===== src/rtl/fetch_stage_pkg.sv =====
// Shared types and constants for the instruction fetch stage.
package fetch_stage_pkg;

    typedef logic [31:0] instruction_type;

    typedef enum logic [1:0] {
        S_IDLE,
        S_REQ,
        S_WAIT
    } fetch_state_t;

    // addi x0, x0, 0
    localparam instruction_type DEFAULT_NOP_INSTR = 32'h0000_0013;

    typedef struct packed {
        instruction_type instr;
        logic [31:0]     pc;
    } fetch_entry_t;

    function automatic logic [31:0] word_align(input logic [31:0] addr);
        return {addr[31:2], 2'b00};
    endfunction

endpackage


===== src/rtl/fetch_skid_buffer.sv =====
// One-entry {instruction, pc} holding register that catches a response
// arriving while decode is stalled.
module fetch_skid_buffer
    import fetch_stage_pkg::*;
(
    input  logic         clk,
    input  logic         rst,
    input  logic         push,
    input  logic         pop,
    input  logic         flush,
    input  fetch_entry_t push_entry,
    output logic         full,
    output fetch_entry_t entry
);

    always_ff @(posedge clk) begin
        if (!rst) begin
            full <= 1'b0;
        end else if (flush) begin
            full <= 1'b0;
        end else if (push) begin
            full <= 1'b1;
        end else if (pop) begin
            full <= 1'b0;
        end
    end

    // NOTE: the payload is deliberately not reset; it is only observed while full is set.
    always_ff @(posedge clk) begin
        if (push) begin
            entry <= push_entry;
        end
    end

endmodule


===== src/rtl/fetch_stage.sv =====
// Instruction fetch: PC ownership, single-outstanding program-memory requests
// and the IF/ID register. Define FETCH_PERF_EN to add the perf_* counters.
module fetch_stage
    import fetch_stage_pkg::*;
#(
    parameter logic [31:0]     RESET_PC  = 32'h0000_0000,
    parameter instruction_type NOP_INSTR = DEFAULT_NOP_INSTR
) (
    input  logic            clk,
    input  logic            rst,
    input  logic            PCWrite,
    input  logic            FetchWrite,
    input  logic            PCSrc,
    input  logic [31:0]     pc_branch,
    output logic            imem_req,
    output logic [31:0]     imem_addr,
    input  logic            imem_gnt,
    input  logic            imem_rvalid,
    input  logic [31:0]     imem_rdata,
    output instruction_type instruction,
    output logic [31:0]     pc,
`ifdef FETCH_PERF_EN
    output logic [31:0]     perf_fetched,
    output logic [31:0]     perf_killed,
    output logic [31:0]     perf_stall,
`endif
    output logic            fetch_valid
);

    fetch_state_t state;
    logic [31:0]  pc_q;
    logic [31:0]  req_pc;
    logic [31:0]  redir_pc;
    logic         kill;

    logic         skid_full;
    fetch_entry_t skid_entry;

    logic [31:0]  branch_tgt;
    logic         rsp_here;
    logic         live;
    logic         skid_push;
    logic         skid_pop;
    logic         skid_full_next;
    logic         start_req;

    // NOTE: every signal here is a plain assignment on every path, so no latch can be inferred.
    always_comb begin
        branch_tgt     = word_align(pc_branch);
        rsp_here       = (state == S_WAIT) && imem_rvalid;
        live           = rsp_here && !kill && !PCSrc;
        skid_pop       = FetchWrite && skid_full && !PCSrc;
        skid_push      = live && !FetchWrite;
        skid_full_next = !PCSrc && ((skid_full && !skid_pop) || skid_push);
        start_req      = PCSrc || (PCWrite && !skid_full_next);
    end

    // Gating with rst keeps the request low throughout the reset cycle.
    assign imem_req  = rst && (state == S_REQ);
    assign imem_addr = pc_q;

    fetch_skid_buffer u_skid (
        .clk        (clk),
        .rst        (rst),
        .push       (skid_push),
        .pop        (skid_pop),
        .flush      (PCSrc),
        .push_entry ('{instr: imem_rdata, pc: req_pc}),
        .full       (skid_full),
        .entry      (skid_entry)
    );

    // NOTE: sequential state uses non-blocking assignments so every register samples pre-edge values.
    always_ff @(posedge clk) begin
        if (!rst) begin
            state    <= S_REQ;
            pc_q     <= RESET_PC;
            req_pc   <= RESET_PC;
            redir_pc <= RESET_PC;
            kill     <= 1'b0;
        end else begin
            case (state)
                S_IDLE: begin
                    if (PCSrc) pc_q <= branch_tgt;
                    if (start_req) state <= S_REQ;
                end
                S_REQ: begin
                    // Address stays stable until granted; a redirect seen here is parked in redir_pc.
                    if (imem_gnt) begin
                        req_pc <= pc_q;
                        state  <= S_WAIT;
                        if (PCSrc) begin
                            pc_q <= branch_tgt;
                            kill <= 1'b1;
                        end else if (kill) begin
                            pc_q <= redir_pc;
                        end else begin
                            pc_q <= pc_q + 32'd4;
                        end
                    end else if (PCSrc) begin
                        redir_pc <= branch_tgt;
                        kill     <= 1'b1;
                    end
                end
                S_WAIT: begin
                    if (PCSrc) pc_q <= branch_tgt;
                    if (imem_rvalid) begin
                        kill  <= 1'b0;
                        state <= start_req ? S_REQ : S_IDLE;
                    end else if (PCSrc) begin
                        kill <= 1'b1;
                    end
                end
                default: state <= S_IDLE;
            endcase
        end
    end

    // IF/ID register: redirect bubble, then skid entry, then live response, else bubble.
    always_ff @(posedge clk) begin
        if (!rst) begin
            instruction <= NOP_INSTR;
            pc          <= 32'h0;
            fetch_valid <= 1'b0;
        end else if (PCSrc) begin
            instruction <= NOP_INSTR;
            fetch_valid <= 1'b0;
        end else if (FetchWrite) begin
            if (skid_full) begin
                instruction <= skid_entry.instr;
                pc          <= skid_entry.pc;
                fetch_valid <= 1'b1;
            end else if (live) begin
                instruction <= imem_rdata;
                pc          <= req_pc;
                fetch_valid <= 1'b1;
            end else begin
                instruction <= NOP_INSTR;
                fetch_valid <= 1'b0;
            end
        end
    end

`ifdef FETCH_PERF_EN
    always_ff @(posedge clk) begin
        if (!rst) begin
            perf_fetched <= 32'h0;
            perf_killed  <= 32'h0;
            perf_stall   <= 32'h0;
        end else begin
            if (skid_pop || (live && FetchWrite)) perf_fetched <= perf_fetched + 32'd1;
            if ((rsp_here && (kill || PCSrc)) || (PCSrc && skid_full)) perf_killed <= perf_killed + 32'd1;
            if (!FetchWrite) perf_stall <= perf_stall + 32'd1;
        end
    end
`endif

endmodule


===== config.mk =====
export PLATFORM = sky130hd
export DESIGN_NAME = fetch_stage
export DESIGN_NICKNAME = d
export VERILOG_FILES = /design/src/rtl/fetch_stage_pkg.sv /design/src/rtl/fetch_skid_buffer.sv /design/src/rtl/fetch_stage.sv
export SDC_FILE = /design/constraint.sdc
export NUM_CORES = 1
export LEC_CHECK = 0
export ABC_CLOCK_PERIOD_IN_PS = 4000
export CAP_MARGIN = 20
export CORE_MARGIN = 1
export CORE_UTILIZATION = 49
export CTS_BUF_LIST = sky130_fd_sc_hd__clkbuf_2
export DETAILED_ROUTE_END_ITERATION = 10
export PLACE_DENSITY_LB_ADDON = 0.1
export REMOVE_ABC_BUFFERS = 1
export SETUP_SLACK_MARGIN = 0.4
export SKIP_LAST_GASP = 1
export SYNTH_ARGS = -nofsm -noshare
export SYNTH_HDL_FRONTEND = slang
export SYNTH_SLANG_ARGS = --single-unit

===== constraint.sdc =====
create_clock -name clk -period 4 [get_ports clk]
set_input_delay 0.4 -clock clk [delete_from_list [all_inputs] [get_ports clk]]
set_output_delay 0.4 -clock clk [all_outputs]
set_load 0.005 [all_outputs]

==> flow_summary.json <==
{
  "grt_pass1_vias": 7308,
  "netlist_area_um2": 9280,
  "post-place-ws_ps": 1300,
  "r2r_slack_ps": 1420,
  "vias_per_cell": 5.48,
  "period_needed_ps": 2580,
  "nFillCells": 1620,
  "r2r-start": "state[0]",
  "drtIter0Drc": 528,
  "hold_start": "FetchWrite",
  "die_w_um": 140,
  "num_io_pins": 169,
  "finalCritPeriodShare_pct": 64.5,
  "crit_arrival_ps": 3260,
  "synth.distinct_cells": 64,
  "hold_depth": 3,
  "crit_slowest_cell": "or3_1",
  "power_w": 0.00555,
  "slowest_delay_ps": 620,
  "hold_violations": 0,
  "post_synth.cell_area_avg_um2": 9.48,
  "initial_utilization_pct": 50.8,
  "slew_viol_final": 0,
  "syn-instance-count": 979,
  "endpoint_kind": "flip-flop",
  "reg2regPathDepth": 7,
  "cts_tree": "yes",
  "placed_cells": 1307,
  "postLayoutCoreUtil_pct": 63.2,
  "ir_drop_mv": 0.266,
  "synth_top_flop_cell": "dfxtp_1",
  "grt.overflow.total": 0,
  "postRouteAntennaNets": 0,
  "clock_path_buffers": 3,
  "whs_endpoint": "instruction[22]",
  "cts_resized": 0,
  "die_h_um": 140,
  "cts_buffers": 55,
  "holdBufCountCts": 0,
  "drc": 0,
  "leakagePower_nw": 3.94,
  "drv_cap": 0,
  "crit_fanout": 15,
  "fin_ws_ps": 1420,
  "die-area_um2": 19500,
  "setup_violations": 0,
  "dr.pass1.iters": 5,
  "worst_pin_slew_ps": 1000,
  "coreArea_um2": 18300,
  "grtUsageTotal_pct": 23.6,
  "min_path_type": "primary input to flip-flop",
  "max_slew_margin_pct": 33.0,
  "r2r-end": "imem_addr[28]",
  "path_class": "flip-flop to flip-flop",
  "htreeDepth": 2,
  "layout-drive-gt1-share_pct": 11.2,
  "cts_num_sinks": 219,
  "status": "completed",
  "numPortBuffers": 162,
  "path_buf_inv": 2,
  "gp_congestion": 0.783,
  "wl_per_cell_um": 16.2,
  "max_freq_ghz": 0.388,
  "core.rowCount": 49,
  "rsz0062_at_grt": "no",
  "insertion_delay_ps": 790,
  "path_clk_slew_ps": 110,
  "antenna_found_initial": 1,
  "num_vias": 7732,
  "wl_um": 22900,
  "async_reset_ff_share_pct": 0,
  "root_buffer": "clkbuf_2",
  "final.setup_skew_ps": 27.2,
  "syn2layout_area_growth_pct": 24.5,
  "critical_path.top_delay_family": "compound AO/OA/AOI/OAI gates",
  "cts_setup_buffers": 0,
  "ys_seq_area_share_pct": 54.0,
  "critPathRequiredTime_ps": 4680,
  "grt_max_degree": 78,
  "power_density_nw_per_um2": 480,
  "synth-edff-count": 62,
  "finalNetCount": 1212,
  "cp-start-kind": "flip-flop",
  "grt_pass1_wl_um": 37500,
  "fin_cells": 1412,
  "path_cells": "inv_1, ha_1, or3_1, buf_4, a211oi_1, a21oi_1, o221a_1",
  "synth_warnings": 0,
  "place_hpwl_um": 14700,
  "synth_seq_cells": 219
}
==> per-layer routing <==
layer,GRT usage [%],vias up,wire (um)
met1,32.4,3573,10500
li1,-,3870,-
met5,0,-,0
met4,7.63,0,412
met3,4.37,30,1340
met2,37.9,259,10600
==> metrics by stage <==
step	TNS [ps]	hold WS, ps	instance area, um^2
final	0	92.1	11600
after global routing	0	38.6	11600
after CTS	0	25.4	11500
after detailed placement	0	442	11000
after global placement	0	437	11000
after floorplan	-20740	429	8920
==> cell usage after synthesis (all sizes together), types with 8 or more instances <==
| library cell | count | area share [%] |
|---|---|---|
| a211oi | 64 | 5.2 |
| a22oi | 29 | 2.3 |
| dfxtp | 157 | 34 |
| a21oi | 113 | 6.1 |
| edfxtp | 62 | 20 |
| o21ai | 32 | 1.7 |
| o211ai | 12 | 0.97 |
| nand2 | 155 | 6.3 |
| mux2i | 35 | 3.8 |
| nand3 | 22 | 1.3 |
| inv | 15 | 0.61 |
| xor2 | 9 | 0.85 |
| and3 | 8 | 0.54 |
| buf | 31 | 1.8 |
| nor2 | 80 | 3.2 |
| nand4 | 12 | 1.0 |
| clkbuf | 55 | 2.2 |
==> worst reg2reg max path, cell delays in order (launching register included) <==
cell      delay (ps)
dfxtp_1          400
inv_1            100
ha_1             350
or3_1            620
buf_4            320
a211oi_1         320
a21oi_1          110
o221a_1          250
==> kinds of logic after synthesis <==
family	after synthesis	share of synthesized area, %
AO/OA/AOI/OAI	289	19.9
XOR/XNOR	11	1.04
adder cells (fa/ha/maj)	5	0.674
buffers and inverters	102	4.65
flip-flops	219	54.0
multiplexers	35	3.78
other	1	0.0404
AND/OR/NAND/NOR	317	16.0
==> how the worst max path moves through the flow <==
stage,from,end,slack [ps],depth (start not counted)
after global placement,PCSrc,imem_addr[28],1330,7
after floorplan,u_skid.full,pc[10],-240,4
after CTS,state[1],imem_req,1440,5
after global routing,state[0],imem_addr[28],1230,7
final,state[0],imem_addr[28],1420,7
after detailed placement,PCSrc,imem_addr[28],1300,7
==> cell usage in the layout, fill, tap and decap left out, types with 4 or more instances in the layout <==
| cell type | Yosys | routed |
|---|---|---|
| dfxtp_1 | 157 | 156 |
| edfxtp_1 | 62 | 62 |
| nor2_1 | 80 | 78 |
| a22oi_1 | 29 | 29 |
| nand4_1 | 10 | 10 |
| inv_1 | 15 | 15 |
| clkinv_1 | 1 | 11 |
| a31oi_1 | 7 | 7 |
| nand2b_1 | 7 | 7 |
| nand3b_1 | 7 | 7 |
| conb_1 | 1 | 4 |
| xor2_1 | 9 | 9 |
| a21o_1 | 5 | 5 |
| o21ai_0 | 23 | 23 |
| nand3_1 | 20 | 20 |
| mux2i_1 | 35 | 35 |
| buf_4 | 6 | 18 |
| clkdlybuf4s50_1 | 0 | 161 |
| ha_1 | 5 | 5 |
| a211oi_1 | 64 | 64 |
| and3_1 | 8 | 8 |
| a21oi_1 | 113 | 112 |
| nor3_1 | 5 | 5 |
| o211ai_1 | 12 | 12 |
| clkbuf_2 | 0 | 90 |
| nand2_1 | 155 | 155 |
| o21ai_1 | 9 | 9 |
==> layout make-up <==
| type | instances | area, um^2 | area share [%] |
|---|---|---|---|
| antenna | 1 | 2.50 | 0.0217 |
| clock buffer | 90 | 450 | 3.90 |
| clock inverter | 13 | 57.6 | 0.498 |
| inverter | 16 | 60.1 | 0.520 |
| multi-input combinational | 661 | 3870 | 33.5 |
| sequential | 219 | 5010 | 43.3 |
| tap | 229 | 287 | 2.48 |
| timing repair buffer | 183 | 1820 | 15.7 |
==> flip-flops by register name, indices dropped and copies added (netlist names) <==
name          count
u_skid.entry     62
instruction      32
imem_addr        30
pc               30
redir_pc         30
req_pc           30
state             2
fetch_valid       1
kill              1
u_skid.full       1
==> report_power, final <==
group / internal (W) / total [W] / switching (W)
clock: 0.000592 / 0.00147 / 0.000878
sequential: 0.00247 / 0.00276 / 0.000290
combinational: 0.000604 / 0.00132 / 0.000719
total: 0.00366 / 0.00555 / 0.00189
Note: power is estimated with default switching activity, not from simulation.
